$ cat config.mk
export PLATFORM = sky130hd
export DESIGN_NAME = bit_serial_subtractor
export DESIGN_NICKNAME = d
export VERILOG_FILES = /design/src/rtl/bit_serial_subtractor.sv
export SDC_FILE = /design/constraint.sdc
export NUM_CORES = 1
export LEC_CHECK = 0
export ABC_AREA = 1
export CAP_MARGIN = 0
export CELL_PAD_IN_SITES_DETAIL_PLACEMENT = 1
export CELL_PAD_IN_SITES_GLOBAL_PLACEMENT = 1
export CORE_MARGIN = 1.5
export CORE_UTILIZATION = 39
export DETAILED_ROUTE_END_ITERATION = 8
export DONT_BUFFER_PORTS = 1
export PLACE_DENSITY = 0.71
export SYNTH_ARGS = -nofsm -noshare
export SYNTH_HDL_FRONTEND = slang
export SYNTH_SLANG_ARGS = --single-unit
export TNS_END_PERCENT = 100
$ cat constraint.sdc
create_clock -name clk -period 1.2 [get_ports clk]
set_input_delay 0.24 -clock clk [delete_from_list [all_inputs] [get_ports clk]]
set_output_delay 0.24 -clock clk [all_outputs]
set_load 0.005 [all_outputs]
$ cat src/rtl/bit_serial_subtractor.sv
// Bit-serial A - B - Bin: one full-subtractor cell plus a borrow flop, LSB first.
// Define SIGNED_OVF_EN to add a registered two's-complement overflow flag (ovf).
module bit_serial_subtractor #(
    parameter int WIDTH = 8
) (
    input  logic             clk,
    input  logic             rst,
    input  logic             load,
    input  logic [WIDTH-1:0] A,
    input  logic [WIDTH-1:0] B,
    input  logic             Bin,
    output logic [WIDTH-1:0] S,
    output logic             Bout,
    output logic             busy,
`ifdef SIGNED_OVF_EN
    output logic             ovf,
`endif
    output logic             done
);

    localparam int CW = (WIDTH > 1) ? $clog2(WIDTH) : 1;

    typedef enum logic [1:0] {
        IDLE,
        SHIFT,
        DONE
    } state_t;

    state_t state, state_next;

    logic [WIDTH-1:0] a_sr;
    logic [WIDTH-1:0] b_sr;
    logic [WIDTH-2:0] diff_sr;
    logic [WIDTH-1:0] diff_next;
    logic [CW-1:0]    cnt;
    logic             br;
    logic             d;
    logic             br_next;
    logic             accept;
    logic             last;
`ifdef SIGNED_OVF_EN
    logic             a_msb;
    logic             b_msb;
`endif

    assign accept    = load && (state != SHIFT);
    assign last      = (cnt == CW'(WIDTH - 1));
    assign d         = a_sr[0] ^ b_sr[0] ^ br;
    assign br_next   = (~a_sr[0] & b_sr[0]) | (~(a_sr[0] ^ b_sr[0]) & br);
    // Newest difference bit enters at the top; after WIDTH steps bit 0 sits at the LSB.
    assign diff_next = {d, diff_sr};

    assign busy = (state == SHIFT);
    assign done = (state == DONE);

    always_ff @(posedge clk) begin
        if (rst) begin
            state <= IDLE;
        end else begin
            state <= state_next;
        end
    end

    always_comb begin
        state_next = state;
        unique case (state)
            IDLE:    if (load) state_next = SHIFT;
            SHIFT:   if (last) state_next = DONE;
            DONE:    state_next = load ? SHIFT : IDLE;
            default: state_next = IDLE;
        endcase
    end

    always_ff @(posedge clk) begin
        if (rst) begin
            a_sr    <= '0;
            b_sr    <= '0;
            diff_sr <= '0;
            cnt     <= '0;
            br      <= 1'b0;
            S       <= '0;
            Bout    <= 1'b0;
`ifdef SIGNED_OVF_EN
            a_msb   <= 1'b0;
            b_msb   <= 1'b0;
            ovf     <= 1'b0;
`endif
        end else if (accept) begin
            a_sr    <= A;
            b_sr    <= B;
            br      <= Bin;
            diff_sr <= '0;
            cnt     <= '0;
`ifdef SIGNED_OVF_EN
            a_msb   <= A[WIDTH-1];
            b_msb   <= B[WIDTH-1];
`endif
        end else if (state == SHIFT) begin
            a_sr    <= a_sr >> 1;
            b_sr    <= b_sr >> 1;
            br      <= br_next;
            diff_sr <= diff_next[WIDTH-1:1];
            cnt     <= cnt + CW'(1);
            if (last) begin
                S    <= diff_next;
                Bout <= br_next;
`ifdef SIGNED_OVF_EN
                ovf  <= (a_msb != b_msb) && (d != a_msb);
`endif
            end
        end
    end

endmodule

# Word level (Yosys, flattened, before mapping)
# Index checks and enable logic that the tools add are counted.
word_totals:
  register_bits: 38
  inputBits: 20
  out_inout_bits: 11
  word_cells: 39
classes:
  add_sub_neg: 1
  n_eq_ne: 6
  muxes: 10
  bitwise: 8
  reduce_logical: 6
ops:
  columns: ["cell", "n"]
  rows:
  - ["$mux 8", 4]
  - ["$pmux 2 s3", 1]
  - ["$mux 2", 2]
  - ["$ne 2x1->1 const B", 2]
  - ["$add 3x1->3 const B", 1]
  - ["$eq 3x3->1 const B", 1]
  - ["$mux 1", 3]
  - ["$not 1->1", 3]
  - ["$reduce_and 3->1", 1]
  - ["$and 1x1->1", 2]
  - ["$eq 2x1->1 const B", 1]
  - ["$eq 2x2->1 const B", 1]
  - ["$logic_not 2->1", 1]
  - ["$ne 2x2->1 const B", 1]
  - ["$reduce_and 2->1", 1]
  - ["$reduce_bool 2->1", 1]
  - ["$reduce_or 2->1", 1]
  - ["$xor 1x1->1", 2]
  - ["$logic_and 1x1->1", 1]
  - ["$or 1x1->1", 1]

# Logic depth before layout (Yosys ltp)
logic_depth:
  word_depth: 6
  ltp_mapped: 8
  ltp_nobuf: 8

# Worst setup path after synthesis
# OpenSTA, ideal clock, no wires.
synth_timing:
  kind: "flip-flop to flip-flop"
  startpoint: "reg cnt[0]"
  endpoint: "reg S[7]"
  setup_ns: 0.113
  t_arrival_ns: 1.004
  required_time_ns: 1.087
  path_slack_ns: 0.084
  path_stages_with_launch: 9
  path_buffers: 0
  synth_period_minus_slack_ns: 1.116
  cell_sequence: "dfxtp_1 > ha_1 > ha_1 > inv_1 > nor2_2 > nand2_1 > inv_2 > nand2_1 > nand2_1"
synth_via:
  elab_chain_cells: 2
synth_lines:
  columns: ["item", "line", "text"]
  rows:
  - ["start: declaration", "35", "logic [CW-1:0] cnt;"]
  - ["start signal: assignment", "103", "cnt <= cnt + CW'(1);"]
  - ["$eq 3x3->1", "47", "assign last = (cnt == CW'(WIDTH - 1));"]
  - ["$reduce_and 3->1 (no source line)", null, null]
  - ["end signal: assignment", "105", "S <= diff_next;"]
  - ["end: declaration", "12", "output logic [WIDTH-1:0] S,"]
# Every way passes these cells.
# A chain may end at the register's enable or synchronous reset.

# Final worst setup path
layout_timing:
  startpoint: "reg cnt[0]"
  endpoint: "reg S[5]"
# Same word-level chain as after synthesis.

==> impl_metrics.json <==
{
  "status": "finished with violations",
  "violations": "negative setup slack",
  "crit_family": "flip-flops",
  "start_util_pct": 40.82,
  "path_class": "reg2reg",
  "fin_skew_ps": 11.35,
  "grt_first_pass_wirelength_mm": 7.238,
  "port_buffers": 0,
  "synth-seq-cells": 38,
  "max_cap_violations": 0,
  "synth.most_common_cell": "nand2_1",
  "row_count": 23,
  "clk_pin_slew_ps": 90,
  "die_area_sq_um": 4584,
  "fin_crit_ps": 1256,
  "synth_top_area_share_pct": 46.59,
  "p_leak_uw": 0.0009587,
  "dieWidth_um": 67.71,
  "fin_ws_ps": -55.82,
  "seq_area_sq_um": 773.2,
  "cp.arrival_ps": 1450,
  "fmax_mhz": 796.3,
  "crit_buf_inv": 2,
  "place.gp.congestion": 0.7913,
  "synth_warnings": 0,
  "r2r_end": "S[5]",
  "area_growth_pct": 29.12,
  "hp-class": "in2reg",
  "synth_common_cells": "67 x nand2_1, 55 x nand3_1, 38 x dfxtp_1",
  "wl_mm": 4.693,
  "whs_path_depth": 1,
  "startpoint_type": "register",
  "final_max_slew_viol_count": 0,
  "final_antenna_net_count": 0,
  "synth.distinct_cells": 20,
  "track_usage_pct": 21.36,
  "finalCritPeriodShare_pct": 104.7,
  "endpoint_kind": "register",
  "ff2ff_path_depth": 7,
  "synth_area_leaders": "dfxtp_1 47%, nand3_1 17%, nand2_1 15%",
  "drt_first_iter_violations": 70,
  "slew_headroom_pct": 66.59,
  "finalNonFillerCells": 290,
  "synth-edff-count": 0,
  "syn-cell-area_sq_um": 1633,
  "firstDrtPassIters": 4,
  "ys.flop_type": "dfxtp_1",
  "ys_seq_area_share_pct": 46.59,
  "htreeDepth": 2,
  "crit_fanout": 4,
  "nFillCells": 479,
  "worstPathRequired_ps": 1400,
  "grt_setup_unrepaired": "true",
  "route.vias.total": 1507,
  "min_to": "b_sr[7]",
  "pre_cts_ws_ps": -110.2,
  "cts_tree": "built",
  "powerDensity_nw_per_um2": 1444,
  "antenna_cells": 0,
  "gr-total-overflow": 0,
  "hp-start": "rst",
  "synth_top_area_cell": "dfxtp_1",
  "rr_startpoint": "cnt[0]",
  "reg2reg_slack_ps": -60,
  "core_area_sq_um": 4000,
  "pin_count": 31,
  "multi_input_area_sq_um": 788.3,
  "clock_latency_ps": 290,
  "die_h_um": 67.71,
  "synth_cells": 223,
  "drc": 0,
  "drive_gt1_share_pct": 23.75,
  "slowest_delay_ps": 370,
  "grt_pass1_vias": 1467,
  "ctsRootBufferMaster": "clkbuf_8",
  "syn-num-nets": 246,
  "place_inst": 272,
  "ir_drop_mv": 0.8587,
  "grt_antenna_before_repair": 0,
  "wl_per_cell_um": 16.18,
  "nNetsFinal": 262,
  "setup_violations": 15,
  "hold_viol_final": 0,
  "via_per_inst": 5.197,
  "worst_pin_slew_ps": 501.1,
  "clockBufferDepth": 2,
  "slowest_stage": "dfxtp_4",
  "grt_max_degree": 22,
  "avgSynthCellArea_sq_um": 7.322,
  "crit_chain": "ha_4 -> ha_4 -> inv_4 -> nor2_4 -> clkinvlp_4 -> nand3_1 -> nand2_1",
  "place_hpwl_mm": 2.938,
  "clock-sinks": 38,
  "cts_buffers": 5,
  "cp_common_cell": "ha_4",
  "async_flop_share_pct": 0
}
==> logic make-up (layout without fill, tap and decap cells) <==
| logic type | count (synthesis) | in the layout | synth area share, % |
|---|---|---|---|
| adder cells (fa/ha/maj) | 3 | 3 | 2.758 |
| AND/OR/NAND/NOR | 130 | 130 | 34.87 |
| XOR/XNOR | 1 | 1 | 0.5365 |
| buffers and inverters | 36 | 53 | 10.42 |
| AO/OA/AOI/OAI | 15 | 15 | 4.828 |
| flip-flops | 38 | 38 | 46.59 |
==> worst max-delay path by stage <==
stage,start,to,slack (ps),cells after the start
final,cnt[0],S[5],-60,7
after global routing,cnt[0],Bout,-130,7
after CTS,state[1],Bout,-50,6
after detailed placement,cnt[0],Bout,-110,7
after global placement,cnt[0],Bout,-40,7
after floorplan,cnt[0],S[7],80,8
==> registers in the layout, indices dropped and copies added, names as in the netlist <==
signal,count
a_sr,8
cnt,3
S,8
diff_sr,7
b_sr,8
state,2
br,1
Bout,1
==> metrics by stage <==
stage | hold WS [ps] | cell area, sq um | utilization [%] | power, uW | setup TNS [ps]
6_report | 13.97 | 2108 | 52.71 | 3044 | -454.0
5_1_grt | 2.425 | 2108 | 52.71 | 3162 | -1511
4_1_cts | 3.326 | 1984 | 49.61 | 2997 | -212.6
3_5_place_dp | 312.8 | 1719 | 42.98 | 1636 | -629.7
3_3_place_gp | 310.7 | 1719 | 42.98 | 1618 | -41.34
2_1_floorplan | 309.1 | 1633 | - | 1563 | 0
==> cells in the final DEF (no fill, tap or decap), types with 3 or more instances in the layout <==
| master | instances |
|---|---|
| nand2_2 | 7 |
| dfxtp_2 | 4 |
| inv_4 | 3 |
| buf_4 | 9 |
| a21oi_1 | 10 |
| nand3_1 | 53 |
| dfxtp_1 | 32 |
| nand2_1 | 60 |
| nor2_1 | 3 |
| clkbuf_8 | 5 |
| inv_1 | 18 |
==> final cells by class <==
class	count	area share [%]
timing repair buffer	19	11.28
clock inverter	3	3.264
multi-input combinational	149	37.39
inverter	25	4.807
tap	50	2.967
clock buffer	5	3.264
sequential	38	36.68
timing repair inverter	1	0.3561
==> repair_timing <==
item | 4_1_cts | 5_1_grt
hold buffers | 1 | 1
endpoints found under the setup margin | 11 | 39
buffers inserted | 4 | 1
endpoints found under the hold margin | 1 | 1
gates resized for setup | 15 | 27
cloned | 2 | 1
pin swaps | 2 | 9
==> routing by layer <==
layer	share of wire, %	GRT usage (%)
met1	43	26.52
met2	54	38.11
met4	0.51	4.592
met5	0	0
met3	3.0	4.000
==> report_power, final <==
group	leakage, uW	switching, uW	total (uW)	internal, uW
Clock	0.0000683	500	1330	834
Sequential	0.000312	28.4	1330	1300
Combinational	0.000578	199	376	177
Total	0.000959	728	3040	2320
No activity file was read; power rests on OpenSTA's default activity.
